==> config.mk <==
export PLATFORM = sky130hd
export DESIGN_NAME = uart_tx_fifo_flat
export DESIGN_NICKNAME = d
export VERILOG_FILES = /design/src/rtl/uart_tx_fifo_if.sv /design/src/rtl/uart_tx_fifo.sv /design/src/flat_wrapper.sv
export SDC_FILE = /design/constraint.sdc
export NUM_CORES = 1
export LEC_CHECK = 0
export BUFFER_PORTS_ARGS = -buffer_cell sky130_fd_sc_hd__buf_2
export CAP_MARGIN = 20
export CORE_MARGIN = 2
export CORE_UTILIZATION = 60
export DETAILED_ROUTE_END_ITERATION = 16
export GPL_TIMING_DRIVEN = 1
export PLACE_DENSITY = 0.77
export SLEW_MARGIN = 20
export SYNTH_ARGS = -nofsm -noshare
export SYNTH_HDL_FRONTEND = slang
export SYNTH_SLANG_ARGS = --single-unit
==> constraint.sdc <==
create_clock -name clk_sys -period 6.2 [get_ports clk_sys]
set_input_delay 0.93 -clock clk_sys [delete_from_list [all_inputs] [get_ports clk_sys]]
set_output_delay 0.93 -clock clk_sys [all_outputs]
set_load 0.01 [all_outputs]
==> src/rtl/uart_tx_fifo_if.sv <==
// Core-side write port of the UART transmitter: byte enqueue, FIFO status
// and the sticky overrun flag.
interface uart_tx_fifo_if #(
    parameter int FIFO_AW = 4
);
    logic [7:0]       din;
    logic             wr;
    logic             clr_ovr;
    logic             full;
    logic             empty;
    logic [FIFO_AW:0] level;
    logic             busy;
    logic             overrun;

    modport master (
        output din, wr, clr_ovr,
        input  full, empty, level, busy, overrun
    );

    modport slave (
        input  din, wr, clr_ovr,
        output full, empty, level, busy, overrun
    );
endinterface

==> src/rtl/uart_tx_fifo.sv <==
// Buffered 8N1 serial transmitter for UART_TX: byte FIFO feeding an
// LSB-first shifter with a registered, idle-high line output.
module uart_tx_fifo #(
    parameter int DIV     = 729,
    parameter int FIFO_AW = 4
) (
    input  logic         clk_sys,
    input  logic         reset_n,
    uart_tx_fifo_if.slave bus,
    output logic         tx
);
    typedef enum logic [1:0] {
        IDLE,
        START,
        DATA,
        STOP
    } state_t;

    localparam logic [15:0]      BAUD_MAX = 16'(DIV - 1);
    localparam logic [FIFO_AW:0] DEPTH    = {1'b1, {FIFO_AW{1'b0}}};

    logic [7:0]       mem [2**FIFO_AW];
    logic [FIFO_AW:0] wr_ptr;
    logic [FIFO_AW:0] rd_ptr;
    logic [FIFO_AW:0] level;
    logic             full;
    logic             empty;
    logic             push;
    logic             pop;
    logic             overrun;

    state_t      state_q, state_d;
    logic [15:0] baud_q, baud_d;
    logic [2:0]  bit_q, bit_d;
    logic [7:0]  shift_q, shift_d;
    logic        tx_q, tx_d;
    logic        baud_end;

    assign level    = wr_ptr - rd_ptr;
    assign full     = (level == DEPTH);
    assign empty    = (level == '0);
    assign push     = bus.wr && !full;
    assign baud_end = (baud_q == BAUD_MAX);

    always_ff @(posedge clk_sys) begin
        if (push) begin
            mem[wr_ptr[FIFO_AW-1:0]] <= bus.din;
        end
    end

    // Set beats clear so a drop coinciding with clr_ovr is never lost.
    always_ff @(posedge clk_sys or negedge reset_n) begin
        if (!reset_n) begin
            wr_ptr  <= '0;
            rd_ptr  <= '0;
            overrun <= 1'b0;
        end else begin
            if (push) wr_ptr <= wr_ptr + 1'b1;
            if (pop)  rd_ptr <= rd_ptr + 1'b1;
            if (bus.wr && full) begin
                overrun <= 1'b1;
            end else if (bus.clr_ovr) begin
                overrun <= 1'b0;
            end
        end
    end

    always_ff @(posedge clk_sys or negedge reset_n) begin
        if (!reset_n) begin
            state_q <= IDLE;
            baud_q  <= '0;
            bit_q   <= '0;
            shift_q <= '0;
            tx_q    <= 1'b1;
        end else begin
            state_q <= state_d;
            baud_q  <= baud_d;
            bit_q   <= bit_d;
            shift_q <= shift_d;
            tx_q    <= tx_d;
        end
    end

    always_comb begin
        state_d = state_q;
        baud_d  = baud_q;
        bit_d   = bit_q;
        shift_d = shift_q;
        pop     = 1'b0;
        unique case (state_q)
            IDLE: begin
                if (!empty) begin
                    pop     = 1'b1;
                    shift_d = mem[rd_ptr[FIFO_AW-1:0]];
                    state_d = START;
                    baud_d  = '0;
                end
            end
            START: begin
                if (baud_end) begin
                    state_d = DATA;
                    baud_d  = '0;
                    bit_d   = '0;
                end else begin
                    baud_d = baud_q + 16'd1;
                end
            end
            DATA: begin
                if (baud_end) begin
                    baud_d  = '0;
                    shift_d = {1'b0, shift_q[7:1]};
                    if (bit_q == 3'd7) begin
                        state_d = STOP;
                    end else begin
                        bit_d = bit_q + 3'd1;
                    end
                end else begin
                    baud_d = baud_q + 16'd1;
                end
            end
            STOP: begin
                if (baud_end) begin
                    state_d = IDLE;
                    baud_d  = '0;
                end else begin
                    baud_d = baud_q + 16'd1;
                end
            end
            default: state_d = IDLE;
        endcase
    end

    // Line level is decoded from next state so tx leaves a flop.
    always_comb begin
        tx_d = 1'b1;
        unique case (state_d)
            IDLE:    tx_d = 1'b1;
            START:   tx_d = 1'b0;
            DATA:    tx_d = shift_d[0];
            STOP:    tx_d = 1'b1;
            default: tx_d = 1'b1;
        endcase
    end

    assign tx          = tx_q;
    assign bus.full    = full;
    assign bus.empty   = empty;
    assign bus.level   = level;
    assign bus.busy    = (state_q != IDLE);
    assign bus.overrun = overrun;
endmodule
==> src/flat_wrapper.sv <==
// flat-port wrapper written by rule: the top's interface ports become plain ports
module uart_tx_fifo_flat 
#(
    parameter int DIV     = 729,
    parameter int FIFO_AW = 4
)
  (clk_sys, reset_n, tx, bus_din, bus_wr, bus_clr_ovr, bus_full, bus_empty, bus_level, bus_busy, bus_overrun);
  uart_tx_fifo_if #(.FIFO_AW(FIFO_AW)) bus_i ();
  input  logic clk_sys;
  input  logic reset_n;
  output logic tx;
  input wire logic [$bits(bus_i.din)-1:0] bus_din;
  input wire logic [$bits(bus_i.wr)-1:0] bus_wr;
  input wire logic [$bits(bus_i.clr_ovr)-1:0] bus_clr_ovr;
  output wire logic [$bits(bus_i.full)-1:0] bus_full;
  output wire logic [$bits(bus_i.empty)-1:0] bus_empty;
  output wire logic [$bits(bus_i.level)-1:0] bus_level;
  output wire logic [$bits(bus_i.busy)-1:0] bus_busy;
  output wire logic [$bits(bus_i.overrun)-1:0] bus_overrun;
  assign bus_i.din = bus_din;
  assign bus_i.wr = bus_wr;
  assign bus_i.clr_ovr = bus_clr_ovr;
  assign bus_full = bus_i.full;
  assign bus_empty = bus_i.empty;
  assign bus_level = bus_i.level;
  assign bus_busy = bus_i.busy;
  assign bus_overrun = bus_i.overrun;
  uart_tx_fifo #(.DIV(DIV), .FIFO_AW(FIFO_AW)) u_core (.clk_sys(clk_sys), .reset_n(reset_n), .bus(bus_i), .tx(tx));
endmodule
After elaboration in Yosys (flattened, before gate mapping):

Memories as Yosys holds them, arrays and structs flattened.
Index checks and enable logic that the tools add are counted.

* bits in registers: 41
* bits in writable memories: 128
* input bits: 12
* memories: 1

Memories
* u_core.mem: depth 16, width 8, rd ports 1, clocked after Yosys merged registers in 0, write ports 1, line uart_tx_fifo.sv:22 `logic [7:0] mem [2**FIFO_AW];`

* $add $sub $neg: 5
* equal/unequal tests: 13
* multiplexer cells: 23
* reductions and logical operators: 14

Operators with widths (count)
* $mux 16: 2
* $pmux 16 s2: 1
* $add 16x1->16 const B: 1
* $eq 16x10->1 const B: 1
* $mux 8: 2
* $pmux 8 s2: 1
* $add 5x1->5 const B: 2
* $mux 2: 5
* $mux 3: 3
* $eq 2x2->1 const B: 4
* $pmux 2 s4: 1
* $reduce_bool 2->1: 4
* $mux 1: 6
* $pmux 3 s2: 1
* $eq 5x5->1 const B: 1
* $logic_not 5->1: 1
* $sub 5x5->5: 1
* $eq 2x1->1 const B: 2
* $logic_not 2->1: 2
* $ne 2x1->1 const B: 2
* $ne 2x2->1 const B: 2
* $reduce_and 4->1: 1
* $add 3x1->3 const B: 1
* $eq 3x3->1 const B: 1
* other kinds (6): 7

Logic depth before layout (Yosys ltp):

* word-level depth: 7
* gate-level depth with buffers: 13
* depth with buffers taken out: 13

Least setup slack after synthesis:

No wires, ideal clock.

* path kind: register to register
* start: register u_core.rd_ptr[3]
* end: memory u_core.mem[3][0] (enable)
* arrival: 2.936 ns
* data required time: 5.817 ns
* setup slack: 2.881 ns
* stages on the path, launching flop included: 12
* cells stage by stage: dfrtp_1 > clkbuf_1 > clkinv_1 > ha_1 > nor2_1 > a21oi_1 > xor2_1 > inv_1 > a21boi_1 > clkbuf_1 > nand2_1 > nor3_1

* longest elaborated chain between the ends: 6

RTL lines
* from (decl): line uart_tx_fifo.sv:24 `logic [FIFO_AW:0] rd_ptr;`
* from (signal assigned): line uart_tx_fifo.sv:59 `if (pop) rd_ptr <= rd_ptr + 1'b1;`
* $sub 5x5->5: line uart_tx_fifo.sv:39 `assign level = wr_ptr - rd_ptr;`
* named net bus_level[4]: line flat_wrapper.sv:17 `output wire logic [$bits(bus_i.level)-1:0] bus_level;`
* $eq 5x5->1: line uart_tx_fifo.sv:40 `assign full = (level == DEPTH);`
* $logic_not 1->1: line uart_tx_fifo.sv:42 `assign push = bus.wr && !full;`
* $logic_and 1x1->1: line uart_tx_fifo.sv:42
* $mux 1: line uart_tx_fifo.sv:46 `if (push) begin`
* $mux 1 (implied by the code): line uart_tx_fifo.sv:47 `mem[wr_ptr[FIFO_AW-1:0]] <= bus.din;`
* to (decl): line uart_tx_fifo.sv:22

The timed path passes the listed nets, and every way through them passes these cells.

Worst setup path after layout:

* start: register u_core.wr_ptr[0]
* end: output port bus_empty

* longest elaborated chain between the ends: 2

RTL lines
* from (decl): line uart_tx_fifo.sv:23 `logic [FIFO_AW:0] wr_ptr;`
* from (signal assigned): line uart_tx_fifo.sv:58 `if (push) wr_ptr <= wr_ptr + 1'b1;`
* $sub 5x5->5: line uart_tx_fifo.sv:39
* $logic_not 5->1: line uart_tx_fifo.sv:41 `assign empty = (level == '0);`
* to (decl): line flat_wrapper.sv:16 `output wire logic [$bits(bus_i.empty)-1:0] bus_empty;`

No other way between the ends.

==> impl_metrics.ini <==
[run_status]
run_status = finished clean

[synth]
syn_nets = 493
syn_inst = 465
netlist_area_um2 = 7280
synth_top_cell_area_share_pct = 52.8
synth-warning-count = 0
synth.top_cells.by_count = 128 x edfxtp_1, 43 x nand2_1, 40 x dfrtp_1
postSynth.topFlopCell = edfxtp_1
post-synth-top-area-cell = edfxtp_1
syn_area_per_cell_um2 = 15.6
synth.lib_cells_used.distinct = 52
synthMostInstantiatedCell = edfxtp_1
synth_edf_count = 128
async_flop_share_pct = 24.3
synth_sequential_area_ratio_pct = 66.9
synth_area_leaders = edfxtp_1 53%, dfrtp_1 14%, mux4_2 10%
ys_seq_elements = 169

[timing]
unrepaired_setup_endpoints_after_global_routing = false
max_slew_margin_pct = 38.3
setup-tns-final_ps = 0
final_max_slew_viol_count = 0
clock-skew-final_ps = 11.0
worst-slew-pin-transition_ps = 926
fin_crit_sh_pct = 60.0
setup-violations-final = 0
fin_hold_ws_ps = 478
period_needed_ps = 3720
timing.fmax_mhz = 269
final_number_of_hold_violating_endpoints = 0

[cts]
postCtsSetupRepairBufs = 0
numClockSinks = 169
clock_tree.root_cell = clkbuf_16
htreeDepth = 4
cts_hold_repair.buffers = 0
path_clk_slew_ps = 70
cts_buffer_depth = 2
tritoncts = built
numCtsBuffers = 17
clock_insertion_delay_worst_skew_ps = 440
gates_resized_cts_repair = 0

[worst_setup_path]
crit_path_max_incr_delay_ps = 400
cpMostUsedCell = inv_1
start_kind = register
crit_path_cell_trace = inv_1 -> ha_1 -> fa_1 -> nand2b_1 -> a21oi_1 -> xor2_1 -> inv_1 -> nor2_1 -> buf_2
cp_slowest_cell = fa_1
cp_data_required_time_ps = 5270
reg2reg_slack_ps = 2880
cp_endpoint_kind = output pin
crit_type = reg2out
largest_driver_fanout_on_the_critical_path = 5
crit_arrival_ps = 2790

[die]
die_height_um = 114
fp.dieW_um = 114
start_util_pct = 61.1
die_area_um2 = 13000
rows = 40
placeableCoreArea_um2 = 11900
num_io_pins = 22

[place]
dpl_cell_area_um2 = 7510
io_buffer_count = 21
finalWeightedCongestion = 0.943
detailed_place_hpwl_mm = 9.96

[route]
remaining_drc_errors = 0
final_antenna_net_count = 0
routed-via-count = 4110
drt_iter0_markers = 441
vias_per_cell = 6.30
finalWirelength_mm = 14.9
routed_wire_length_per_instance_um = 22.9
firstDrtPassIters = 5

[cells_and_area]
stdcell_area_um2 = 8100
num-nets-final = 520
antenna_diodes = 0
final_layout_size_suffix_gt1_share_pct = 21.2
area_delta_synth_final_pct = 11.3
layout.filler_cells = 778

[grt]
grt_pass1_vias = 4145
globalRoute.totalOverflow = 0
grt_start_max_net_pins = 42
initial_antenna_violation_count = 0
grt_usage_pct = 25.0
grt_first_pass_wirelength_mm = 23.3

[flow_run]
cap_violations = 0

[power]
total_leakage_power_uw = 0.00300
vdd_drop_max_v = 0.000263
power_density_nw_per_um2 = 372

[worst_hold_path]
path_class_of_the_lowest_slack_min_delay_path = reg2reg
## per-layer routing
| layer | global-route usage [%] | vias to the layer above | share of wire [%] |
|---|---|---|---|
| li1 | - | 1855 | - |
| met1 | 34.3 | 2051 | 42 |
| met2 | 39.1 | 171 | 48 |
| met3 | 6.14 | 33 | 6.8 |
| met4 | 10.6 | 0 | 2.5 |
| met5 | 0 | - | 0 |
## stage by stage
stage	setup WS, ps	total power (µW)	util, %	instances
final	2480	3010	68.0	652
after global routing	2250	3130	68.0	652
after CTS	2490	3020	67.9	652
after detailed placement	2610	2000	63.1	620
after global placement	2680	1990	63.1	620
after floorplan	2880	1800	-	465
## kinds of logic after synthesis
logic type / Yosys count / synth area share [%]
flip-flops: 169 / 66.9
AND/OR/NAND/NOR: 126 / 9.06
AO/OA/AOI/OAI: 61 / 5.55
multiplexers: 43 / 11.6
buffers and inverters: 35 / 2.17
adder cells (fa/ha/maj): 16 / 2.85
XOR/XNOR: 15 / 1.81
## worst max-delay path, delay by kind of cell, from the launching register on
kind            cells  cell delay (ps)
flops               1              390
simple gates        2              400
xor+xnor            1              310
buf+inv             3              450
compound gates      1              170
fa+ha+maj           2              620
## cell type report
| class | count | area [µm²] | share of cell area, % |
|---|---|---|---|
| Sequential cell | 169 | 4870 | 60.2 |
| Clock inverter | 15 | 151 | 1.87 |
| Inverter | 17 | 63.8 | 0.788 |
| Clock buffer | 17 | 425 | 5.26 |
| Tap cell | 147 | 184 | 2.27 |
| Timing Repair Buffer | 26 | 143 | 1.76 |
| Multi-Input combinational cell | 261 | 2260 | 27.9 |
## path summary, 6_finish.rpt
kind | cells past startpoint | endpoint | from
min in group asynchronous | 1 | u_core.baud_q[9]$_DFFE_PN0N_ | reset_n
worst max register to register | 11 | u_core.mem[3][3]$_DFFE_PP_ | u_core.wr_ptr[0]$_DFFE_PN0P_
max in group asynchronous | 1 | u_core.rd_ptr[0]$_DFFE_PN0P_ | reset_n
worst min-delay path | 1 | u_core.baud_q[15]$_DFFE_PN0N_ | u_core.baud_q[15]$_DFFE_PN0N_
worst max-delay path | 9 | bus_empty | u_core.wr_ptr[0]$_DFFE_PN0P_
worst min register to register | 1 | u_core.baud_q[15]$_DFFE_PN0N_ | u_core.baud_q[15]$_DFFE_PN0N_
## where the power goes
| part | internal, µW | switching, µW | total (µW) |
|---|---|---|---|
| Clock | 537 | 482 | 1020 |
| Sequential | 1350 | 82.4 | 1440 |
| Combinational | 220 | 335 | 554 |
## registers in the layout, summed over array words and instances, names as in the netlist
name and cells:
u_core.bus.overrun 1, u_core.state_q 2, u_core.bit_q 3, u_core.wr_ptr 5, u_core.mem 128, u_core.rd_ptr 5, u_core.shift_q 8, u_core.tx 1
u_core.baud_q 16
## layout by cell type, fill, tap and decap left out, types with 4 or more instances in the layout
master | synthesis | routed
nand3_1 | 6 | 6
inv_1 | 14 | 14
nand2_1 | 43 | 43
o21ai_0 | 10 | 10
mux2i_1 | 9 | 9
and3_1 | 23 | 23
xor2_1 | 6 | 6
buf_4 | 1 | 5
a221o_1 | 6 | 6
xnor2_1 | 9 | 9
dfrtp_1 | 40 | 39
a211oi_1 | 8 | 8
inv_8 | 0 | 7
edfxtp_1 | 128 | 128
buf_2 | 6 | 21
a31oi_1 | 6 | 6
ha_1 | 15 | 15
a21oi_1 | 4 | 4
clkbuf_16 | 0 | 17
o21ai_1 | 15 | 15
mux4_2 | 33 | 33
nor2_1 | 21 | 21
nand4_1 | 8 | 8
(Power assumes the default switching activity.)
